File: src/rtl/stopwatch_ctrl_pkg.sv
// -----------------------------------------------------------------------------
// sw_pkg : shared constants for the stopwatch control slice.
//   - FSM state encodings (PAUSE / RUN / ADJUST)
//   - BCD digit width and digit type
//   - adjust field select constants
//   - f_is_59 : true when a two-digit BCD field reads 59
// -----------------------------------------------------------------------------
package sw_pkg;

  localparam int BCD_W = 4;

  typedef logic [BCD_W-1:0] bcd_t;

  localparam logic [1:0] ST_PAUSE = 2'd0;
  localparam logic [1:0] ST_RUN   = 2'd1;
  localparam logic [1:0] ST_ADJ   = 2'd2;

  localparam logic SEL_SEC = 1'b0;
  localparam logic SEL_MIN = 1'b1;

  function automatic logic f_is_59(input bcd_t tens, input bcd_t ones);
    return (tens == 4'd5) && (ones == 4'd9);
  endfunction

endpackage

File: src/rtl/stopwatch_ctrl_if.sv
// -----------------------------------------------------------------------------
// stopwatch_ctrl_if : control/status bundle of the stopwatch core.
//   i_tick_1hz  1-cycle 1 Hz time-base enable
//   i_tick_adj  1-cycle 2 Hz adjust stepping enable
//   i_pause     1-cycle debounced pause/resume pulse
//   i_adj       level, adjust mode requested
//   i_sel[1:0]  bit0 selects field (0 seconds, 1 minutes); bit1 unused
//   o_val[15:0] BCD {m_tens, m_ones, s_tens, s_ones}
//   o_state     0 PAUSE, 1 RUN, 2 ADJUST
//   o_paused    1 whenever o_state is not RUN
// Modports: master drives the inputs (upstream/bench), slave is the core.
// -----------------------------------------------------------------------------
interface stopwatch_ctrl_if;
  import sw_pkg::*;

  logic               i_tick_1hz;
  logic               i_tick_adj;
  logic               i_pause;
  logic               i_adj;
  logic [1:0]         i_sel;
  logic [4*BCD_W-1:0] o_val;
  logic [1:0]         o_state;
  logic               o_paused;

  modport master (
    output i_tick_1hz, i_tick_adj, i_pause, i_adj, i_sel,
    input  o_val, o_state, o_paused
  );

  modport slave (
    input  i_tick_1hz, i_tick_adj, i_pause, i_adj, i_sel,
    output o_val, o_state, o_paused
  );

endinterface

File: src/rtl/stopwatch_ctrl_bcd_mod60.sv
// -----------------------------------------------------------------------------
// bcd_mod60 : two-digit BCD counter, 00..59, wrapping 59 -> 00.
//   clk    in   clock
//   rst    in   asynchronous active-high reset, clears to 00
//   inc    in   advance by one when high
//   tens   out  registered tens digit (0-5)
//   ones   out  registered ones digit (0-9)
//   carry  out  high during the cycle in which inc wraps 59 -> 00, so a
//               chained counter advances on the same edge as the wrap
// -----------------------------------------------------------------------------
module bcd_mod60
  import sw_pkg::*;
(
  input  logic clk,
  input  logic rst,
  input  logic inc,
  output bcd_t tens,
  output bcd_t ones,
  output logic carry
);

  bcd_t r_tens;
  bcd_t r_ones;

  // Two-digit BCD count with ones->tens carry and 59->00 wrap.
  always_ff @(posedge clk or posedge rst) begin
    if (rst) begin
      r_tens <= 4'd0;
      r_ones <= 4'd0;
    end else if (inc) begin
      if (r_ones == 4'd9) begin
        r_ones <= 4'd0;
        r_tens <= (r_tens == 4'd5) ? 4'd0 : r_tens + 4'd1;
      end else begin
        r_ones <= r_ones + 4'd1;
      end
    end
  end

  assign tens  = r_tens;
  assign ones  = r_ones;
  assign carry = inc && f_is_59(r_tens, r_ones);

endmodule

File: src/rtl/stopwatch_ctrl.sv
// -----------------------------------------------------------------------------
// stopwatch_ctrl : run/pause/adjust sequencer and MM:SS timekeeping core.
//   clk   in   only clock
//   rst   in   asynchronous active-high reset
//   bus   stopwatch_ctrl_if.slave (ticks, pause, adjust, select in;
//         BCD value, state, paused out; all outputs registered)
// Parameters:
//   RST_RUN    1: come out of reset in RUN, 0: in PAUSE
//   ADJ_CARRY  1: adjust-mode seconds wrap carries into minutes
// Build option STOPWATCH_STOP_AT_MAX_EN: a RUN tick at 59:59 holds the value
// and drops to PAUSE instead of rolling over to 00:00.
// -----------------------------------------------------------------------------
module stopwatch_ctrl
  import sw_pkg::*;
#(
  parameter int RST_RUN   = 0,
  parameter int ADJ_CARRY = 0
) (
  input  logic             clk,
  input  logic             rst,
  stopwatch_ctrl_if.slave  bus
);

  localparam logic [1:0] ST_RST = (RST_RUN != 0) ? ST_RUN : ST_PAUSE;

  logic [1:0] r_state;
  logic       r_paused;
  logic [1:0] w_state_nxt;
  logic       w_sec_inc;
  logic       w_min_inc;
  logic       w_sec_carry;
  logic       w_min_carry_unused;
  logic       w_sel_unused;
  logic       w_clamp;
  bcd_t       w_sec_tens, w_sec_ones, w_min_tens, w_min_ones;

  assign w_sel_unused = bus.i_sel[1];

`ifdef STOPWATCH_STOP_AT_MAX_EN
  // A RUN tick that would roll 59:59 over is swallowed and forces PAUSE.
  assign w_clamp = (r_state == ST_RUN) && bus.i_tick_1hz &&
                   f_is_59(w_min_tens, w_min_ones) &&
                   f_is_59(w_sec_tens, w_sec_ones);
`else
  assign w_clamp = 1'b0;
`endif

  // Increment steering: the current state decides which field advances.
  always_comb begin
    w_sec_inc = 1'b0;
    w_min_inc = 1'b0;
    case (r_state)
      ST_RUN: begin
        w_sec_inc = bus.i_tick_1hz && !w_clamp;
        w_min_inc = w_sec_carry;
      end
      ST_ADJ: begin
        if (bus.i_sel[0] == SEL_MIN) begin
          w_min_inc = bus.i_tick_adj;
        end else begin
          w_sec_inc = bus.i_tick_adj;
          w_min_inc = (ADJ_CARRY != 0) ? w_sec_carry : 1'b0;
        end
      end
      default: begin
        w_sec_inc = 1'b0;
        w_min_inc = 1'b0;
      end
    endcase
  end

  // Next-state logic; adjust request overrides everything, pause is ignored in ADJUST.
  always_comb begin
    w_state_nxt = r_state;
    if (bus.i_adj) begin
      w_state_nxt = ST_ADJ;
    end else begin
      case (r_state)
        ST_PAUSE: w_state_nxt = bus.i_pause ? ST_RUN : ST_PAUSE;
        ST_RUN:   w_state_nxt = (bus.i_pause || w_clamp) ? ST_PAUSE : ST_RUN;
        ST_ADJ:   w_state_nxt = ST_PAUSE;
        default:  w_state_nxt = ST_PAUSE;
      endcase
    end
  end

  // State and paused flag registers.
  always_ff @(posedge clk or posedge rst) begin
    if (rst) begin
      r_state  <= ST_RST;
      r_paused <= (ST_RST != ST_RUN);
    end else begin
      r_state  <= w_state_nxt;
      r_paused <= (w_state_nxt != ST_RUN);
    end
  end

  bcd_mod60 u_sec (
    .clk   (clk),
    .rst   (rst),
    .inc   (w_sec_inc),
    .tens  (w_sec_tens),
    .ones  (w_sec_ones),
    .carry (w_sec_carry)
  );

  // Minutes never carry onward; 59:59 rolls to 00:00 through the natural wrap.
  bcd_mod60 u_min (
    .clk   (clk),
    .rst   (rst),
    .inc   (w_min_inc),
    .tens  (w_min_tens),
    .ones  (w_min_ones),
    .carry (w_min_carry_unused)
  );

  assign bus.o_val    = {w_min_tens, w_min_ones, w_sec_tens, w_sec_ones};
  assign bus.o_state  = r_state;
  assign bus.o_paused = r_paused;

endmodule

File: src/flat_wrapper.sv
// flat-port wrapper written by rule: the top's interface ports become plain ports
module stopwatch_ctrl_flat import sw_pkg::*;
#(
  parameter int RST_RUN   = 0,
  parameter int ADJ_CARRY = 0
)
  (clk, rst, bus_i_tick_1hz, bus_i_tick_adj, bus_i_pause, bus_i_adj, bus_i_sel, bus_o_val, bus_o_state, bus_o_paused);
  stopwatch_ctrl_if bus_i ();
  input  logic clk;
  input  logic rst;
  input wire logic [$bits(bus_i.i_tick_1hz)-1:0] bus_i_tick_1hz;
  input wire logic [$bits(bus_i.i_tick_adj)-1:0] bus_i_tick_adj;
  input wire logic [$bits(bus_i.i_pause)-1:0] bus_i_pause;
  input wire logic [$bits(bus_i.i_adj)-1:0] bus_i_adj;
  input wire logic [$bits(bus_i.i_sel)-1:0] bus_i_sel;
  output wire logic [$bits(bus_i.o_val)-1:0] bus_o_val;
  output wire logic [$bits(bus_i.o_state)-1:0] bus_o_state;
  output wire logic [$bits(bus_i.o_paused)-1:0] bus_o_paused;
  assign bus_i.i_tick_1hz = bus_i_tick_1hz;
  assign bus_i.i_tick_adj = bus_i_tick_adj;
  assign bus_i.i_pause = bus_i_pause;
  assign bus_i.i_adj = bus_i_adj;
  assign bus_i.i_sel = bus_i_sel;
  assign bus_o_val = bus_i.o_val;
  assign bus_o_state = bus_i.o_state;
  assign bus_o_paused = bus_i.o_paused;
  stopwatch_ctrl #(.RST_RUN(RST_RUN), .ADJ_CARRY(ADJ_CARRY)) u_core (.clk(clk), .rst(rst), .bus(bus_i));
endmodule
File: config.mk
export PLATFORM = sky130hd
export DESIGN_NAME = stopwatch_ctrl_flat
export DESIGN_NICKNAME = d
export VERILOG_FILES = /design/src/rtl/stopwatch_ctrl_pkg.sv /design/src/rtl/stopwatch_ctrl_if.sv /design/src/rtl/stopwatch_ctrl_bcd_mod60.sv /design/src/rtl/stopwatch_ctrl.sv /design/src/flat_wrapper.sv
export SDC_FILE = /design/constraint.sdc
export NUM_CORES = 1
export LEC_CHECK = 0
export ABC_CLOCK_PERIOD_IN_PS = 2390
export CAP_MARGIN = 20
export CORE_UTILIZATION = 40
export CTS_CLUSTER_SIZE = 14
export DETAILED_ROUTE_END_ITERATION = 6
export PLACE_DENSITY = 0.74
export SYNTH_ARGS = -nofsm -noshare
export SYNTH_HDL_FRONTEND = slang
export SYNTH_SLANG_ARGS = --single-unit
File: constraint.sdc
create_clock -name clk -period 2.39 [get_ports clk]
set_input_delay 0.478 -clock clk [delete_from_list [all_inputs] [get_ports clk]]
set_output_delay 0.478 -clock clk [all_outputs]
set_load 0.03 [all_outputs]
==> metrics.md <==
| Metric | Value |
|---|---|
| RSZ-0062 raised after global routing | false |
| Vias per cell | 4.95 |
| Die Area | 0.00265 sq mm |
| Placement Setup Slack | 0.151 ns |
| Yosys reg bits | 19 |
| Switch Pwr | 481 uW |
| Combinational Power Share | 43.9% |
| Outcome | finished clean |
| Die width | 51.5 microns |
| Final Net Count | 132 |
| DPL Wire Length | 1.23 mm |
| CP max FO | 10 |
| Die H | 51.5 microns |
| Num rows | 17 |
| Clk sinks | 19 |
| Post-Route WL | 1.65 mm |
| Setup crit end kind | register |
| Antenna Nets Post-Route | 0 |
| Fill count | 220 |
| Clock-pin slew on the worst setup and hold paths | 0.12 ns |
| Leakage | 0.000565 uW |
| Final period util | 87.9% |
| Final Skew | 0.0150 ns |
| CP Buf/Inv Count | 1 |
| Postcts setup bufs | 0 |
| Net Count, Synth | 101 |
| Total grt overflow | 0 |
| Power Density | 910 mW/mm^2 |
| Final setup violation count | 0 |
| Seq pwr share | 42.4% |
| CTS Buffer Depth | 2 |
| GP Congestion | 0.682 |
| Initial antenna violation count | 0 |
| Minimum clock period | 2.10 ns |
| Share of the synthesized area in the top cell type | 45.9% |
| Hold crit path type | register to register |
| Worst-Skew Late Latency | 0.30 ns |
| Mapped Cells | 90 |
| Initial DRC Count | 4 |
| Synth-to-Final Area Change | 32.7% |
| Distinct cells, synth | 32 |
| Critical path class | register to register |
| Root Driver | clkbuf_4 |
| WL per Instance | 11.1 microns |
| # DRC | 0 |
| Post-layout instance area | 0.00130 sq mm |
| Ys Warns | 0 |
| Largest net degree at the start of global routing | 20 |
| Drt pass-1 iters | 4 |
| Post-Route Setup TNS | 0 ns |
| CP top delay family | simple AND/OR/NAND/NOR gates |
| CP required | 2.64 ns |
| Worst-margin pin slew | 0.706 ns |
| CP cell instances | inv_1, ha_1, nand4b_2, a21boi_4, a41oi_4, or4b_1, nand2_1 |
| Cts repair resizes | 0 |
| # diodes | 0 |
| Clock share of power | 13.7% |
| Critical Path Start Type | register |
| Crit-path slowest cell | or4b_1 |
| Internal | 703 uW |
| Total Power | 1180 uW |
| Worst rel slew slack | 52.9% |
| Max-cap violations | 0 |
| Vias in the first global route | 702 |
| Critical path arrival | 2.36 ns |
| Detailed-route via count | 733 |
| Final hold vios | 0 |
| Top Ports | 27 |
| CTS Hold Bufs | 0 |
| TritonCTS buffer count | 3 |
| Core Area | 0.00225 sq mm |
| Sequential element share of the synthesized area | 48.6% |
| Final setup margin | 0.288 ns |
| H-Tree Depth | 1 |
| TritonCTS clock tree | done |
| Initial core utilization | 43.5% |
| Fin. max-slew vios | 0 |
| Mapped Avg Cell Area | 10.9 sq um |
| Fraction of layout cells with a size suffix above 1 | 13.3% |
| Global-route wire length before repair | 2.94 mm |
| Worst VDD drop | 0.000885 V |
| Total GRT Usage | 15.1% |
| Post-Syn Area | 981 sq um |
| Post-DP Area | 0.00127 sq mm |
| Fmax | 476 MHz |
| Synth top area cells | dfrtp_1, xnor2_1, nand2_1, ha_1, a41oi_4 |
| Switching part of the total power | 40.6% |
| CP peak stage delay | 0.54 ns |
| Port Buf Inserts | 25 |
| Area leader, netlist | dfrtp_1 |
worst paths after layout:
check	from	endpoint	slack (ns)	depth (start not counted)
max in group asynchronous	rst	u_core.u_min.ones[0]	1.34	2
min	u_core.u_sec.tens[0]	u_core.u_sec.tens[0]	0.50	1
min in group asynchronous	rst	u_core.u_min.ones[3]	0.59	2
max reg2reg	u_core.bus.o_state[1]	u_core.u_min.tens[2]	0.29	7
max	u_core.bus.o_state[1]	u_core.u_min.tens[2]	0.29	7
min reg2reg	u_core.u_sec.tens[0]	u_core.u_sec.tens[0]	0.50	1
layout make-up:
class | count | area (sq um) | share of cell area, %
repair buffers | 26 | 258 | 19.8
clock buffers | 3 | 22.5 | 1.73
flip-flops and latches | 19 | 477 | 36.6
inverters | 7 | 26.3 | 2.02
well taps | 28 | 35.0 | 2.69
multi-input cells | 64 | 478 | 36.7
clock inverters | 1 | 5.00 | 0.385
registers in the layout (all words and copies together) (netlist names):
register / count
u_core.u_min.ones: 4
u_core.u_min.tens: 4
u_core.bus.o_paused: 1
u_core.bus.o_state: 2
u_core.u_sec.tens: 4
u_core.u_sec.ones: 4
Yosys cell counts:
cell      number
nand2b_1       2
mux2_2         2
or4b_1         1
xor2_1         2
a41oi_4        1
a21boi_4       1
a21o_2         2
dfstp_2        1
and4bb_1       1
inv_1          7
ha_1           3
and2_2         1
nand3b_1       1
mux2i_1        2
nand4b_2       1
nor4b_1        1
a21bo_2        1
nor2_1         7
o31ai_1        1
nand3_2        1
and4b_1        1
and2_1         1
dfrtp_1       18
a221o_1        1
nor3_1         2
a21oi_1        1
nand3_1        3
a22o_1         1
nand2_1       13
nor2b_1        2
xnor2_1        6
o21ai_0        2
stage by stage:
step | utilization, % | hold WS, ns | std cells
3_5_place_dp | 56.5 | 0.482 | 144
6_report | 57.7 | 0.497 | 148
2_1_floorplan | - | 0.428 | 90
3_3_place_gp | 56.5 | 0.472 | 144
5_1_grt | 57.7 | 0.535 | 148
4_1_cts | 57.7 | 0.501 | 148
power by group through the flow:
stage	registers [uW]	clock network, uW	logic [uW]
finish	502	163	519
global route	517	186	560
CTS	501	169	525
detailed placement	504	0	523
global placement	501	0	515
floorplan	651	0	166
cell usage in the layout (no fill, tap or decap), drive strengths merged, types with 2 or more instances in the layout:
cell            n
nand2b          2
nor3            2
o21ai           2
nor2            7
nand2          13
and2            2
ha              3
mux2            2
xnor2           6
mux2i           2
clkdlybuf4s50  25
a21o            2
inv             7
dfrtp          18
nand3           4
xor2            2
nor2b           2
clkbuf          3
metal layers:
metal  wire length, microns  share of wire, %  vias up  global-route usage, %
met5                      0                 0        -                      0
met4                      0                 0        0                   1.35
met3                    146               8.9        0                   8.77
met2                    745                45       22                   22.7
met1                    757                46      348                   19.4
li1                       -                 -      363                      -
cell families after synthesis:
group                      after synthesis  share of synthesized area [%]
xor gates and xnor gates                 8                           7.14
DFF                                     19                           48.6
and+or+nand+nor                         38                           21.7
muxes                                    4                           4.34
buffers and inverters                    7                           2.68
adders and majority gates                3                           3.83
AOI/OAI and AO/OA                       11                           11.7
(Power assumes the default switching activity.)
